--- config.mk ---
export PLATFORM = sky130hd
export DESIGN_NAME = mips_wb_trace
export DESIGN_NICKNAME = d
export VERILOG_FILES = /design/src/rtl/mips_wb_trace.sv
export SDC_FILE = /design/constraint.sdc
export NUM_CORES = 1
export LEC_CHECK = 0
export CELL_PAD_IN_SITES_DETAIL_PLACEMENT = 1
export CELL_PAD_IN_SITES_GLOBAL_PLACEMENT = 1
export CORE_MARGIN = 3
export CORE_UTILIZATION = 54
export DETAILED_ROUTE_END_ITERATION = 7
export PLACE_DENSITY = 0.75
export REMOVE_ABC_BUFFERS = 1
export SKIP_CTS_REPAIR_TIMING = 1
export SYNTH_ARGS = -nofsm -noshare
export SYNTH_HDL_FRONTEND = slang
export SYNTH_SLANG_ARGS = --single-unit
--- constraint.sdc ---
create_clock -name clock -period 4.74 [get_ports clock]
set_input_delay 0.474 -clock clock [delete_from_list [all_inputs] [get_ports clock]]
set_output_delay 0.474 -clock clock [all_outputs]
set_load 0.02 [all_outputs]
--- src/rtl/mips_wb_trace.sv ---
// Writeback trace FIFO: records every register-file write the core performs
// (timestamp, destination register, data) for a host to drain. Overflow is
// sticky and dropped writebacks are counted with saturation.
module mips_wb_trace #(
  parameter int DEPTH  = 16,
  parameter int DATA_W = 32,
  parameter int TS_W   = 16,
  parameter int DROP_W = 8
) (
  input  logic                     clock,
  input  logic                     reset_n,
  input  logic                     wb_valid,
  input  logic [4:0]               wb_reg,
  input  logic [DATA_W-1:0]        wb_data,
  input  logic                     clear,
  input  logic                     rd_en,
  output logic                     rd_valid,
  output logic [TS_W-1:0]          rd_ts,
  output logic [4:0]               rd_reg,
  output logic [DATA_W-1:0]        rd_data,
  output logic [$clog2(DEPTH):0]   count,
  output logic                     empty,
  output logic                     full,
  output logic                     overflow,
  output logic [DROP_W-1:0]        drop_cnt
);
  localparam int AW = $clog2(DEPTH);

  typedef struct packed {
    logic [TS_W-1:0]   ts;
    logic [4:0]        rg;
    logic [DATA_W-1:0] data;
  } entry_t;

  entry_t          mem [DEPTH];
  logic [AW-1:0]   wr_ptr, rd_ptr;
  logic [TS_W-1:0] ts;
  logic            push_req, push, pop, drop;

  assign empty = (count == '0);
  assign full  = (count == (AW+1)'(DEPTH));

  // r0 writes are architectural no-ops, so they never enter the trace.
  // A pop frees a slot in the same cycle, so a full FIFO can still accept a push.
  always_comb begin
    push_req = wb_valid && (wb_reg != 5'd0);
    pop      = rd_en && !empty;
    push     = push_req && (!full || pop);
    drop     = push_req && full && !pop;
  end

  // Free-running timestamp; deliberately untouched by clear.
  always_ff @(posedge clock or negedge reset_n) begin
    if (!reset_n) ts <= '0;
    else          ts <= ts + 1'b1;
  end

  // Trace storage; needs no reset since occupancy governs what is readable.
  always_ff @(posedge clock) begin
    if (push && !clear) mem[wr_ptr] <= '{ts: ts, rg: wb_reg, data: wb_data};
  end

  // Pointers and occupancy; clear discards any same-cycle push or pop.
  always_ff @(posedge clock or negedge reset_n) begin
    if (!reset_n) begin
      wr_ptr <= '0;
      rd_ptr <= '0;
      count  <= '0;
    end else if (clear) begin
      wr_ptr <= '0;
      rd_ptr <= '0;
      count  <= '0;
    end else begin
      if (push) wr_ptr <= wr_ptr + AW'(1);
      if (pop)  rd_ptr <= rd_ptr + AW'(1);
      case ({push, pop})
        2'b10:   count <= count + 1'b1;
        2'b01:   count <= count - 1'b1;
        default: count <= count;
      endcase
    end
  end

  // Overflow bookkeeping: sticky flag plus saturating drop counter.
  always_ff @(posedge clock or negedge reset_n) begin
    if (!reset_n) begin
      overflow <= 1'b0;
      drop_cnt <= '0;
    end else if (clear) begin
      overflow <= 1'b0;
      drop_cnt <= '0;
    end else if (drop) begin
      overflow <= 1'b1;
      if (drop_cnt != '1) drop_cnt <= drop_cnt + 1'b1;
    end
  end

  // Registered read port; payload holds its last value when nothing is popped.
  always_ff @(posedge clock or negedge reset_n) begin
    if (!reset_n) begin
      rd_valid <= 1'b0;
      rd_ts    <= '0;
      rd_reg   <= '0;
      rd_data  <= '0;
    end else if (clear) begin
      rd_valid <= 1'b0;
    end else begin
      rd_valid <= pop;
      if (pop) begin
        rd_ts   <= mem[rd_ptr].ts;
        rd_reg  <= mem[rd_ptr].rg;
        rd_data <= mem[rd_ptr].data;
      end
    end
  end
endmodule
=== Yosys cells after proc, flatten, opt, wreduce, memory -nomap -nowiden ===
Memory sizes are Yosys's and may differ from the RTL's. A register that Yosys moved wholly into a read port is not among the register bits.
Cells that the tools add are included.

* Add/sub/neg operators: 6
* Eq/ne operators: 4
* Mux-type cells: 14
* Bitwise operators: 1
* Reductions and logical operators: 21

{| class="wikitable"
|+ Operators with widths
! cell !! number
|-
| 2-to-1 mux 8 bit || 3
|-
| adder 16 x 1 -> 16 bit, second input constant || 1
|-
| 2-to-1 mux 4 bit || 4
|-
| one-hot mux 5 bit (2 select lines) || 1
|-
| adder 4 x 1 -> 4 bit, second input constant || 2
|-
| adder 8 x 1 -> 8 bit, second input constant || 1
|-
| != test 8 bit, second input constant || 1
|-
| nonzero test 2 bit || 4
|-
| logical AND 1 bit || 6
|-
| adder 5 x 1 -> 5 bit, second input constant || 1
|-
| equality test 5 bit, second input constant || 1
|-
| zero test 1 bit || 5
|-
| zero test 5 bit || 1
|-
| 2-to-1 mux 1 bit || 5
|-
| 2-to-1 mux 5 bit || 1
|-
| nonzero test 5 bit || 1
|-
| subtractor 5 x 1 -> 5 bit, second input constant || 1
|-
| AND reduction 2 bit || 2
|-
| nonzero test 3 bit || 1
|-
| equality test 2 x 1 -> 1 bit, second input constant || 1
|-
| equality test 2 bit, second input constant || 1
|-
| logical OR 1 bit || 1
|-
| inverter 1 bit || 1
|}

* Register bits after elaboration: 39
* Bits in writable memories: 848
* Output and inout port bits: 70
* Memories kept: 1

{| class="wikitable"
|+ Memory list
! name !! words !! width !! rd ports !! clocked after memory_dff !! write ports !! line !! text
|-
| mem || 16 || 53 || 1 || 1 || 1 || 35 || <nowiki>entry_t mem [DEPTH];</nowiki>
|}

=== Logic depth before layout (Yosys ltp) ===
* Depth in word-level cells: 8
* Depth in mapped cells: 10
* Mapped depth without buffers: 9

=== Worst setup path after synthesis ===
No wires, ideal clock.

* Path type: input to register
* From: input rd_en
* To: memory mem[0][0] (netlist bit), enable pin
* Data arrival time: 3.653 ns
* Data required time: 4.276 ns
* Path slack: 0.623 ns
* Cell stages on the path: 5
* Path buffers: 2
* Path through: clkbuf_1 > nand3b_1 > clkbuf_1 > nand3_1 > nor2_1

* Word-level cells in the longest chain between the ends: 6

{| class="wikitable"
|+ RTL lines
! item !! line !! text
|-
| start: declaration || 16 || <nowiki>input logic rd_en,</nowiki>
|-
| logical AND 1 bit || 47 || <nowiki>pop = rd_en && !empty;</nowiki>
|-
| logical OR 1 bit || 48 || <nowiki>push = push_req && (!full || pop);</nowiki>
|-
| logical AND 1 bit || 48 ||
|-
| logical AND 1 bit || 60 || <nowiki>if (push && !clear) mem[wr_ptr] <= '{ts: ts, rg: wb_reg, data: wb_data};</nowiki>
|-
| 2-to-1 mux 1 bit || 60 ||
|-
| 2-to-1 mux 1 bit (not written as such) || 60 ||
|-
| end: declaration || 35 ||
|}

Every way passes these cells.

=== Worst setup path after layout ===
* From: register count[1]
* To: register rd_data[18] (read register of mem)

* Word-level cells in the longest chain between the ends: 4

{| class="wikitable"
|+ RTL lines
! item !! line !! text
|-
| start: declaration || 21 || <nowiki>output logic [$clog2(DEPTH):0] count,</nowiki>
|-
| start signal: assignment || 77 || <nowiki>2'b10: count <= count + 1'b1;</nowiki>
|-
| start signal: assignment || 78 || <nowiki>2'b01: count <= count - 1'b1;</nowiki>
|-
| start signal: assignment || 79 || <nowiki>default: count <= count;</nowiki>
|-
| zero test 5 bit || 40 || <nowiki>assign empty = (count == '0);</nowiki>
|-
| zero test 1 bit || 47 ||
|-
| logical AND 1 bit || 47 ||
|-
| AND reduction 2 bit (no line) || -- ||
|-
| end: declaration || 20 || <nowiki>output logic [DATA_W-1:0] rd_data,</nowiki>
|}

Every way passes these cells.
A chain may end at the register's enable or synchronous reset.

==> flow_summary_export.csv <==
group,metric,value,unit
route,routed_wl,82400,um
synthesis,synth_seq_cells,940,
sta,fin_crit_sh,67.9,%
synthesis,synth_area_per_cell,22.1,sq um
min_path,hold_class,"primary input to async pin",
critical_path,worstSetupStartpointType,"flip-flop",
grt,grt_util_all_layers,24.3,%
sta,slew_violations,0,
synthesis,yosysTopAreaCell,"edfxtp_1",
critical_path,cp_slowest_stage_delay,0.77,ns
sta,max-slew-margin-rel,19.4,%
cts,cts_tree,"done",
synthesis,postSynthCellCount,1638,
grt,grt_pass1_vias,19000,
grt,grt_max_degree,69,
power,peakVddDrop,0.000241,V
final_layout,largest_register_ffs,848,
cts,root_buffer,"clkbuf_16",
grt,grt_pass1_wl,125000,um
placement,dpl.cell_count,2572,
placement,dp_hpwl,44500,um
route,vias,17100,
floorplan,ios,112,
critical_path,crit_path_end_kind,"flip-flop",
critical_path,critPathSlowestCell,"or4_1",
synthesis,seq_area_frac_synth,76.8,%
synthesis,synth.cell_area,36200,sq um
synthesis,synth_area_leaders,"edfxtp_1 (70%), mux4_2 (13%), dfrtp_1 (6.4%)",
grt,antenna_found_initial,2,
flow_run,maxCapViolations,0,
placement,io_buffer_count,111,
final_layout,top_regs,"mem: 848 flops, rd_data: 32 flops",
route,firstDrtPassIters,5,
final_layout,layout_common_cells,"edfxtp_1 (848), mux4_2 (212), mux2i_1 (110), clkdlybuf4s50_1 (110), clkbuf_16 (95)",
critical_path,criticalPathCategory,"flip-flop to flip-flop",
final_layout,top_register,"mem",
sta,rsz0062_at_grt,"false",
route,antenna_left,0,
sta,fin_skew,0.0242,ns
route,drcViolationCount,0,
critical_path,critical_path_required,5.24,ns
cts,clock-sinks,940,
outcome,status,"finished clean",
cts,clockBufferDepth,3,
critical_path,arrival,3.71,ns
synthesis,yosysWarnings,0,
cts,insertion_delay,0.64,ns
route,viasPerCell,6.21,
final_layout,final_area,41600,sq um
critical_path,crit_chain,"or4_1, o21a_2, nand3_4, buf_4, buf_4, o221ai_2",
power,p_leak,12.9,nW
synthesis,synth_ff_type,"edfxtp_1",
critical_path,path_buf_inv,2,
route,drtIter0Drc,1651,
sta,setup_tns,0,ns
critical_path,cp_top_family,"simple AND/OR/NAND/NOR gates",
synthesis,synthArstFlopShare,9.79,%
final_layout,syn2layout_area_growth,15.1,%
sta,period_needed,3.22,ns
final_layout,instances_no_fill,2747,
floorplan,start_util,54.7,%
floorplan,num_rows,94,
grt,grt_overflow,0,
floorplan,die_area,70100,sq um
power,power_density,479,nW/um^2
placement,gp_congestion,0.744,
cts,clkTransAtPathRegs,0.06,ns
cts,htree_levels,3,
synthesis,synth_top_area_share,70.4,%
synthesis,synth_cell_types,52,
final_layout,layout-drive-gt1-share,24.4,%
sta,setup_viol,0,
final_layout,n_fill_cell,5357,
route,routedWlPerCell,30.0,um
floorplan,die_w,265,um
sta,finalHoldViolCount,0,
critical_path,crit_fanout,25,
floorplan,die_h,265,um
placement,post_dp_cell_area,38600,sq um
final_layout,fin_nets,1855,
critical_path,worst_path_most_repeated_cell,"buf_4",
cts,numCtsBuffers,92,
sta,max_freq,311,MHz
synthesis,synth-edff-count,848,
floorplan,coreArea,66100,sq um
sta,worstMarginPinSlew,1.21,ns
final_layout,final_common_cell,"edfxtp_1",
## per-layer routing
layer	vias to the layer above	GRT usage, %	wire [um]
met1	9202	33.9	33700
met4	0	5.63	1220
li1	7186	-	-
met2	584	40.9	42600
met5	-	0	0
met3	92	4.27	4830
## power by group
group          internal, W  total [W]  switching, W
sequential         0.00932    0.00965      0.000335
combinational      0.00138    0.00298       0.00160
clock              0.00427    0.00730       0.00303
## stage by stage
stage	hold WS (ns)	setup WS [ns]	total power (W)	utilization (%)
after floorplan	0.178	-4.58	0.0118	-
after global placement	0.474	1.16	0.0127	58.4
after detailed placement	0.483	1.10	0.0128	58.4
after CTS	0.0403	1.50	0.0201	63.0
after global routing	0.0824	1.42	0.0207	63.0
final	0.0228	1.52	0.0199	63.0
## cell families after synthesis
group / Yosys count / share of synthesized area, %
buffers and inverters: 96 / 1.22
multiplexers: 329 / 16.5
AND/OR/NAND/NOR: 158 / 2.08
adder cells (fa/ha/maj): 11 / 0.401
AO/OA/AOI/OAI: 87 / 2.61
XOR/XNOR: 17 / 0.412
flip-flops: 940 / 76.8
## worst paths after layout
path                             startpoint          end  slack [ns]  cells past startpoint
worst max-delay path               count[1]  rd_data[18]        1.52                      6
worst min-delay path                reset_n     rd_ts[7]        0.02                      1
worst max register to register     count[1]  rd_data[18]        1.52                      6
worst min register to register  rd_data[26]  rd_data[26]        0.50                      2
max in group asynchronous           reset_n  drop_cnt[4]        3.55                      2
min in group clock              rd_data[26]  rd_data[26]        0.50                      2
## final cells by class
| type | instances | area, sq um | area share, % |
|---|---|---|---|
| sequential | 940 | 27800 | 66.7 |
| inverter | 10 | 37.5 | 0.0902 |
| antenna | 2 | 5.00 | 0.0120 |
| timing repair buffer | 156 | 1620 | 3.90 |
| clock inverter | 39 | 413 | 0.992 |
| multi-input combinational | 602 | 8080 | 19.4 |
| clock buffer | 134 | 2610 | 6.28 |
| tap | 864 | 1080 | 2.60 |
## cells in the mapped netlist, types with 2 or more instances
cell type and count:
a211oi_1 2, a21oi_1 12, a31oi_1 2, and3_1 6, and4_1 3, buf_1 4, buf_2 29, buf_4 2
buf_6 5, clkbuf_1 46, dfrtp_1 92, edfxtp_1 848, ha_1 10, inv_1 10, mux2_1 3, mux2_2 3
mux2i_1 110, mux4_2 212, nand2_1 64, nand2b_1 3, nand3_1 20, nand4_1 5, nor2_1 33, nor2b_1 4
nor3_1 2, nor4_1 2, nor4b_1 2, o211ai_1 3, o21a_1 2, o21ai_0 3, o221ai_1 13, o221ai_2 40
o31ai_1 4, or3_1 2, or4_1 5, xnor2_1 13, xor2_1 4
No activity file was read; power rests on OpenSTA's default activity.
